===== src/rtl/eva_sort_pkg.sv =====
// Definitions shared between the EVA argsort sequencer and the argsort gather unit:
// the width of an element index and the 2-bit state encoding.
package eva_sort_pkg;

    localparam int IDX_W = 4;

    localparam logic [1:0] ST_IDLE   = 2'd0;
    localparam logic [1:0] ST_LOAD   = 2'd1;
    localparam logic [1:0] ST_STREAM = 2'd2;
    localparam logic [1:0] ST_DONE   = 2'd3;

endpackage


===== src/rtl/eva_sel_n.sv =====
// N-to-1 selector of W-bit lanes from a flat vector. A select value of N or
// more produces zero.
module eva_sel_n
    import eva_sort_pkg::*;
#(
    parameter int N = 16,
    parameter int W = 18
) (
    input  logic [W*N-1:0]   i_data,
    input  logic [IDX_W-1:0] i_sel,
    output logic [W-1:0]     o_data
);

    // A compare against every lane keeps out-of-range selects at zero
    // without a separate range check.
    always_comb begin
        o_data = '0;
        for (int i = 0; i < N; i++) begin
            if (i_sel == IDX_W'(i)) begin
                o_data = i_data[W*i +: W];
            end
        end
    end

endmodule


===== src/rtl/eva_argsort_gather.sv =====
// Captures a vector and its argsort result, then streams the values out in
// sorted order with their original indices. Optional macro EVA_GATHER_RANK_EN
// adds the rank_1D output (inverse permutation).
module eva_argsort_gather
    import eva_sort_pkg::*;
#(
    parameter int bit_len = 18,
    parameter int Number  = 16
) (
    input  logic                      clk,
    input  logic                      rst,
    input  logic                      start,
    input  logic [bit_len*Number-1:0] in,
    input  logic [IDX_W*Number-1:0]   sorted_index_1D,
    output logic                      out_valid,
    input  logic                      out_ready,
    output logic [bit_len-1:0]        out_data,
    output logic [IDX_W-1:0]          out_index,
    output logic                      out_last,
    output logic                      busy,
`ifdef EVA_GATHER_RANK_EN
    output logic                      done,
    output logic [IDX_W*Number-1:0]   rank_1D
`else
    output logic                      done
`endif
);

    localparam int              POS_W    = (Number > 1) ? $clog2(Number) : 1;
    localparam logic [POS_W-1:0] LAST_POS = POS_W'(Number - 1);

    logic [1:0]                r_state;
    logic [1:0]                w_next_state;
    logic [POS_W-1:0]          r_pos;
    logic [bit_len*Number-1:0] r_data_q;
    logic [IDX_W-1:0]          r_idx_q [Number];

    logic [IDX_W-1:0]   w_cur_idx;
    logic [bit_len-1:0] w_sel_data;
    logic               w_last;
    logic               w_capture;
    logic               w_xfer;

    assign w_cur_idx = r_idx_q[r_pos];
    assign w_last    = (r_pos == LAST_POS);
    assign w_capture = (r_state == ST_IDLE) && start;
    assign w_xfer    = (r_state == ST_STREAM) && out_ready;

    eva_sel_n #(
        .N (Number),
        .W (bit_len)
    ) u_sel (
        .i_data (r_data_q),
        .i_sel  (w_cur_idx),
        .o_data (w_sel_data)
    );

    // NOTE: state uses non-blocking assignments so every flop samples the pre-edge values.
    always_ff @(posedge clk or posedge rst) begin
        if (rst) begin
            r_state <= ST_IDLE;
        end else begin
            r_state <= w_next_state;
        end
    end

    // NOTE: default assignment first, so no branch leaves w_next_state unassigned (no latch).
    always_comb begin
        w_next_state = r_state;
        case (r_state)
            ST_IDLE:   if (start) w_next_state = ST_LOAD;
            ST_LOAD:   w_next_state = ST_STREAM;
            ST_STREAM: if (w_xfer && w_last) w_next_state = ST_DONE;
            ST_DONE:   w_next_state = ST_IDLE;
            default:   w_next_state = ST_IDLE;
        endcase
    end

    // Outputs are gated by state so they read zero outside STREAM.
    always_comb begin
        out_valid = 1'b0;
        out_data  = '0;
        out_index = '0;
        out_last  = 1'b0;
        busy      = 1'b0;
        done      = 1'b0;
        case (r_state)
            ST_LOAD: busy = 1'b1;
            ST_STREAM: begin
                busy      = 1'b1;
                out_valid = 1'b1;
                out_data  = w_sel_data;
                out_index = w_cur_idx;
                out_last  = w_last;
            end
            ST_DONE: done = 1'b1;
            default: ;
        endcase
    end

    // NOTE: the small index array is reset so outputs are defined straight out of reset.
    always_ff @(posedge clk or posedge rst) begin
        if (rst) begin
            r_pos    <= '0;
            r_data_q <= '0;
            for (int i = 0; i < Number; i++) r_idx_q[i] <= '0;
        end else if (w_capture) begin
            r_pos    <= '0;
            r_data_q <= in;
            for (int i = 0; i < Number; i++) r_idx_q[i] <= sorted_index_1D[IDX_W*i +: IDX_W];
        end else if (w_xfer && !w_last) begin
            r_pos <= r_pos + 1'b1;
        end
    end

`ifdef EVA_GATHER_RANK_EN
    logic [IDX_W-1:0] r_rank_q [Number];

    // Each transfer records the stream position against the original index;
    // an out-of-range index matches no entry and writes nothing.
    always_ff @(posedge clk or posedge rst) begin
        if (rst) begin
            for (int i = 0; i < Number; i++) r_rank_q[i] <= '0;
        end else if (w_capture) begin
            for (int i = 0; i < Number; i++) r_rank_q[i] <= '0;
        end else if (w_xfer) begin
            for (int i = 0; i < Number; i++) begin
                if (w_cur_idx == IDX_W'(i)) r_rank_q[i] <= IDX_W'(r_pos);
            end
        end
    end

    always_comb begin
        rank_1D = '0;
        for (int i = 0; i < Number; i++) rank_1D[IDX_W*i +: IDX_W] = r_rank_q[i];
    end
`endif

endmodule


===== config.mk =====
export PLATFORM = sky130hd
export DESIGN_NAME = eva_argsort_gather
export DESIGN_NICKNAME = d
export VERILOG_FILES = /design/src/rtl/eva_sort_pkg.sv /design/src/rtl/eva_sel_n.sv /design/src/rtl/eva_argsort_gather.sv
export SDC_FILE = /design/constraint.sdc
export NUM_CORES = 1
export LEC_CHECK = 0
export ABC_AREA = 0
export BUFFER_PORTS_ARGS = -buffer_cell sky130_fd_sc_hd__buf_2
export CORE_ASPECT_RATIO = 1.4
export CORE_MARGIN = 8
export CORE_UTILIZATION = 59
export DETAILED_ROUTE_END_ITERATION = 16
export PLACE_DENSITY = 0.86
export SYNTH_ARGS = -nofsm -noshare
export SYNTH_HDL_FRONTEND = slang
export SYNTH_SLANG_ARGS = --single-unit

===== constraint.sdc =====
create_clock -name clk -period 21.4 [get_ports clk]
set_input_delay 5.35 -clock clk [delete_from_list [all_inputs] [get_ports clk]]
set_output_delay 5.35 -clock clk [all_outputs]
set_load 0.01 [all_outputs]

==> impl_metrics.ini, run 1 <==
[clocking]
cts_tree = yes
clock-sinks = 358
cts-resized-gates = 0
cts_made_buffers = 36
ctsHoldBuffers = 0
ctsRootBufferMaster = clkbuf_16
post-cts-setup-buffers = 0
cts.clk_slew.worst_paths_ps = 60
cts_max_path_buffers = 3
htree_levels = 2
clkLatencyLatePin_ps = 540

[detailed_routing]
wl_per_cell_um = 25.3
routed_wirelength_um = 51800
num_vias = 12700
drc = 0
dr.pass1.iters = 6
detail_route.vias_per_cell = 6.19
detail-route-antenna-nets = 0
drt_iter0_markers = 1158

[placement]
routabilityCongestion = 0.878
portBuffers = 381
dp_cells = 1950
dp_hpwl_um = 36200

[floorplan]
coreArea_um2 = 28100
die_area_um2 = 34000
dieWidth_um = 158
rows = 73
start_util_pct = 59.4
ios = 382
dieHeight_um = 215

[pwr]
p_switching_mw = 1.44
power_density_nw_per_um2 = 180
switching_share_pct = 39.7
p_seq_share_pct = 34.4
power.leakage_nw = 8.92
p_comb_share_pct = 47.4
intPower_mw = 2.18
clockPowerShare_pct = 18.2
peakVddDrop_mv = 0.159

[critical_path]
cp_max_fo = 74
worstSetupStartpointType = flip-flop
arrival_ps = 5310
crit_type = flip-flop to output pin
required_ps = 16050
cp-end-kind = output pin

[sta]
maxSlewHeadroom_pct = 21.6
rsz0062_at_grt = no
finalSetupViolations = 0
finalCritPeriodShare_pct = 49.8
final.setup.tns_ps = 0
skew_ps = 28.5
tightestPinTransition_ps = 1180
period_needed_ps = 10660
hold_viol_final = 0
max_freq_mhz = 93.8
slew_viol_final = 0

[final_layout]
layout_commonest_cell = buf_2
utilization_pct = 71.5
drive_above_1_share_pct = 51.6
nNetsFinal = 1974
layout_common_cells = buf_2 (381), dfrtp_1 (358), mux2_2 (354)
layout.cells.non_filler = 2047
area_delta_synth_final_pct = 20.4

[grt]
antenna_found_initial = 37
grt_max_degree = 208
grt_pass1_vias = 13700
grt_usage_pct = 30.0
grt_pass1_wl_um = 77300
overflow = 0

[synthesis]
synth_warnings = 0
synth_fp_nets = 1635
synth_edf_count = 0
synthDistinctLibCells = 62
synth_area_um2 = 16700
synth_fa_ha_area_share_pct = 0.375
ys_ff_latch = 358
yosys.area_share.xor_xnor_pct = 0.157
synthCells = 1274
synthSimpleGateAreaFrac_pct = 4.91
async_reset_ff_share_pct = 100
synth.area.mux_share_pct = 29.4
synth_top_family_by_area = multiplexers
synth-seq-area-share_pct = 53.6
synth_ff_type = dfrtp_1
synth-compound-area-share_pct = 8.94
syn_area_per_cell_um2 = 13.1

[job]
max-cap-violations = 0

[min_path]
min_path_type = flip-flop to flip-flop

[outcome]
status = complete, no violations
## power by group through the flow
stage / sequential [mW] / combinational, mW / clock (mW)
3_3_place_gp: 1.22 / 1.63 / 0
5_1_grt: 1.28 / 1.83 / 0.694
6_report: 1.25 / 1.72 / 0.659
3_5_place_dp: 1.24 / 1.68 / 0
2_1_floorplan: 1.16 / 1.25 / 0
4_1_cts: 1.24 / 1.70 / 0.665
## registers in the layout, indices dropped and copies added (netlist names)
name / flops
r_data_q: 288
r_idx_q: 64
r_pos: 4
r_state: 2
## per-stage QoR
step	cell area, um^2	hold slack (ps)	total power, mW	setup WS (ps)
floorplan	16700	472	2.40	6120
global route	20100	509	3.80	10550
global placement	18800	483	2.85	11490
detailed placement	18800	488	2.92	11370
finish	20100	500	3.62	10740
CTS	20000	502	3.60	10710
## synthesized netlist by cell type (3+ instances only)
master | number | share of area, %
a31oi_1 | 30 | 1.1
a211o_1 | 3 | 0.16
a22o_1 | 4 | 0.21
clkbuf_1 | 58 | 1.3
nand2_1 | 113 | 2.5
a211oi_1 | 4 | 0.18
a2bb2oi_1 | 6 | 0.31
a221oi_1 | 7 | 0.37
buf_4 | 5 | 0.22
nor3_1 | 7 | 0.21
and3_1 | 7 | 0.26
buf_2 | 22 | 0.66
nand3b_1 | 3 | 0.13
a21o_1 | 3 | 0.13
o221a_2 | 3 | 0.20
nor2_1 | 11 | 0.25
o2bb2ai_1 | 6 | 0.31
a22oi_1 | 18 | 0.81
and2_1 | 7 | 0.26
or3_1 | 3 | 0.11
a222oi_1 | 7 | 0.42
mux2i_1 | 34 | 2.0
o221ai_1 | 8 | 0.42
nor2b_1 | 6 | 0.22
o21ai_0 | 32 | 0.96
o22a_1 | 4 | 0.21
mux4_2 | 23 | 3.1
a21oi_1 | 48 | 1.4
o221a_1 | 4 | 0.27
a21oi_2 | 3 | 0.16
dfrtp_1 | 358 | 54
mux2_2 | 355 | 24
buf_6 | 3 | 0.20
a32oi_1 | 4 | 0.21
nand3_1 | 19 | 0.57
nand4_1 | 4 | 0.15
inv_1 | 7 | 0.16
ha_1 | 5 | 0.37
## per-layer routing
layer	vias up	wire [um]	global-route usage, %
li1	5454	-	-
met1	6371	18500	34.8
met5	-	39	0
met3	183	3990	6.51
met2	648	25600	48.1
met4	6	3610	21.8
## worst paths after layout
path	depth (start not counted)	to	startpoint	slack, ps
min in group asynchronous	2	r_data_q[243]	rst	5050
min	1	r_data_q[122]	r_data_q[122]	500
max	10	out_data[14]	r_pos[1]	10740
max in group asynchronous	3	r_data_q[236]	rst	14890
min reg2reg	1	r_data_q[122]	r_data_q[122]	500
max reg2reg	5	r_data_q[14]	r_state[0]	18250
## area by class of cell
type / instances / area, um^2
tap: 375 / 469
sequential: 358 / 8960
inverter: 8 / 37.5
timing repair buffer: 391 / 2010
clock inverter: 17 / 223
multi-input combinational: 818 / 7330
fill: 1942 / 8030
clock buffer: 45 / 996
antenna: 35 / 87.6
## logic make-up (layout without fill, tap and decap cells)
logic type               count (synthesis)  count (layout)
other                                    0              35
XOR/XNOR                                 3               3
AO/OA/AOI/OAI                          212             212
AND/OR/NAND/NOR                        184             184
adder cells (fa/ha/maj)                  5               5
flip-flops                             358             358
multiplexers                           414             414
buffers and inverters                   98             461
## critical path, stage by stage, from the launching register on
cell and delay (ps):
dfrtp_1 1030, mux4_2 610, mux2i_1 230, nand2_1 220, nand2_4 120, buf_4 740, nand2_1 190, nor2_1 830
a221oi_1 220, a31oi_1 330, buf_2 200
Power figures use the tool's default switching activity.
==> run 2, diff against run 1 <==
- CORE_UTILIZATION: 59 -> 55
- PLACE_DENSITY: 0.86 -> 0.81
- clock period: 21.4 -> 10.5 ns (I/O delays scaled with it)
==> run 2 against run 1 <==
- non-clock buffer count grew 6
- register-to-register slack got worse by 11000 ps
- flip-flop and latch count did not move
- worst setup slack got worse by 8000 ps
- sequential power up 100%
- critical path type unchanged
- critical endpoint is now out_data[3]
- largest cell class unchanged
- highest routed layer unchanged
==> impl_metrics.ini, run 2 (synthesized netlist as in run 1, its figures left out) <==
[pwr]
p_switching_mw = 2.88
p_seq_share_pct = 34.0
power_density_nw_per_um2 = 365
p_comb_share_pct = 47.2
peakVddDrop_mv = 0.227
power.leakage_nw = 8.99
intPower_mw = 4.49
power_mw = 7.37
switching_share_pct = 39.1
clockPowerShare_pct = 18.8

[sta]
tightestPinTransition_ps = 1180
final.setup.tns_ps = 0
max_freq_mhz = 128
period_needed_ps = 7790
finalSetupViolations = 0
slew_viol_final = 0
rsz0062_at_grt = no
maxSlewHeadroom_pct = 18.8
whs_ps = 502
hold_viol_final = 0
finalCritPeriodShare_pct = 74.2
skew_ps = 12.1

[placement]
dp_hpwl_um = 36900
portBuffers = 381
routabilityCongestion = 0.911
place_area_um2 = 18800

[clocking]
cts.clk_slew.worst_paths_ps = 60
ctsRootBufferMaster = clkbuf_16
cts-resized-gates = 0
htree_levels = 2
cts_max_path_buffers = 3
clkLatencyLatePin_ps = 530
cts_made_buffers = 37
post-cts-setup-buffers = 0
ctsHoldBuffers = 0
cts_tree = yes
clock-sinks = 358

[critical_path]
path_cells = mux4_2, mux2i_1, nand2_1, nand2_4, buf_4, nand2_1, nor2_1, a22oi_1, a31oi_1, buf_2
arrival_ps = 5160
slowest_delay_ps = 1060
endpoint = out_data[3]
worstSetupStartpointType = flip-flop
r2r_start = r_state[0]
reg2reg_slack_ps = 7190
critPathLaunch = r_pos[2]
slowest_stage = dfrtp_1
cp_max_fo = 43
critPathBufInv = 2
path_common_cell = nand2_1
path_delay_family = simple AND/OR/NAND/NOR gates
reg2reg_depth = 6
cp.depth = 10
required_ps = 7880
r2r_end = r_data_q[144]
crit_type = flip-flop to output pin
cp-end-kind = output pin

[detailed_routing]
routed_wirelength_um = 50500
detail-route-antenna-nets = 0
drc = 0
detail_route.vias_per_cell = 6.02
num_vias = 12400
drt_iter0_markers = 1137
wl_per_cell_um = 24.6
dr.pass1.iters = 7

[grt]
grt_max_degree = 139
grt_pass1_vias = 13600
antenna_found_initial = 26
overflow = 0
grt_usage_pct = 27.6
grt_pass1_wl_um = 76900

[floorplan]
ios = 382
die_area_um2 = 36300
dieWidth_um = 163
start_util_pct = 55.8
coreArea_um2 = 29900
dieHeight_um = 222
rows = 75

[final_layout]
register_area_um2 = 8960
utilization_pct = 67.5
multi_input_area_um2 = 7330
layout_common_cells = buf_2 (381), dfrtp_1 (358), mux2_2 (354)
nNetsFinal = 1981
regMostFlops = r_data_q
largest_reg_flops = 288
nFillCells = 2188
finalInstanceArea_um2 = 20200
layout_commonest_cell = buf_2
drive_above_1_share_pct = 51.8
largestRegisters = r_data_q (288), r_idx_q (64), r_pos (4)
area_delta_synth_final_pct = 20.9

[job]
max-cap-violations = 0

[outcome]
status = complete, no violations

[min_path]
min_path_type = flip-flop to flip-flop
run 2: stage by stage:
step	instances	setup slack [ps]
after floorplan	1274	3080
after global placement	1966	3370
after detailed placement	1966	3310
after CTS	2033	2740
after global routing	2053	2490
final	2054	2710
run 2: worst min path at each step:
stage / start / to / slack [ps] / cells after the start
global placement: r_data_q[122] / r_data_q[122] / 480 / 1
detailed placement: r_data_q[122] / r_data_q[122] / 490 / 1
finish: r_data_q[27] / r_data_q[27] / 500 / 1
CTS: r_data_q[122] / r_data_q[122] / 500 / 1
global route: r_data_q[186] / r_data_q[186] / 510 / 1
floorplan: r_idx_q[54] / r_idx_q[54] / 470 / 1
run 2: power groups by stage:
stage / logic (mW) / clock network [mW] / registers [mW]
final: 3.48 / 1.39 / 2.51
after global routing: 3.73 / 1.46 / 2.59
after CTS: 3.48 / 1.41 / 2.50
after detailed placement: 3.45 / 0 / 2.52
after global placement: 3.38 / 0 / 2.47
after floorplan: 2.54 / 0 / 2.36
run 2: final cells by class:
class                           instances  share of cell area, %
Sequential cell                       358                   44.4
Multi-Input combinational cell        818                   36.3
Timing Repair Buffer                  397                   10.1
Clock buffer                           53                   5.54
Tap cell                              385                   2.39
Clock inverter                         14                  0.911
Antenna cell                           21                  0.260
Inverter                                8                  0.167
run 2: per-layer routing:
metal | up-vias | wire, um | global-route usage [%]
met5 | - | 78 | 0
met4 | 12 | 3240 | 17.4
met3 | 165 | 3560 | 6.44
met2 | 518 | 24900 | 45.1
met1 | 6220 | 18800 | 32.1
li1 | 5448 | - | -
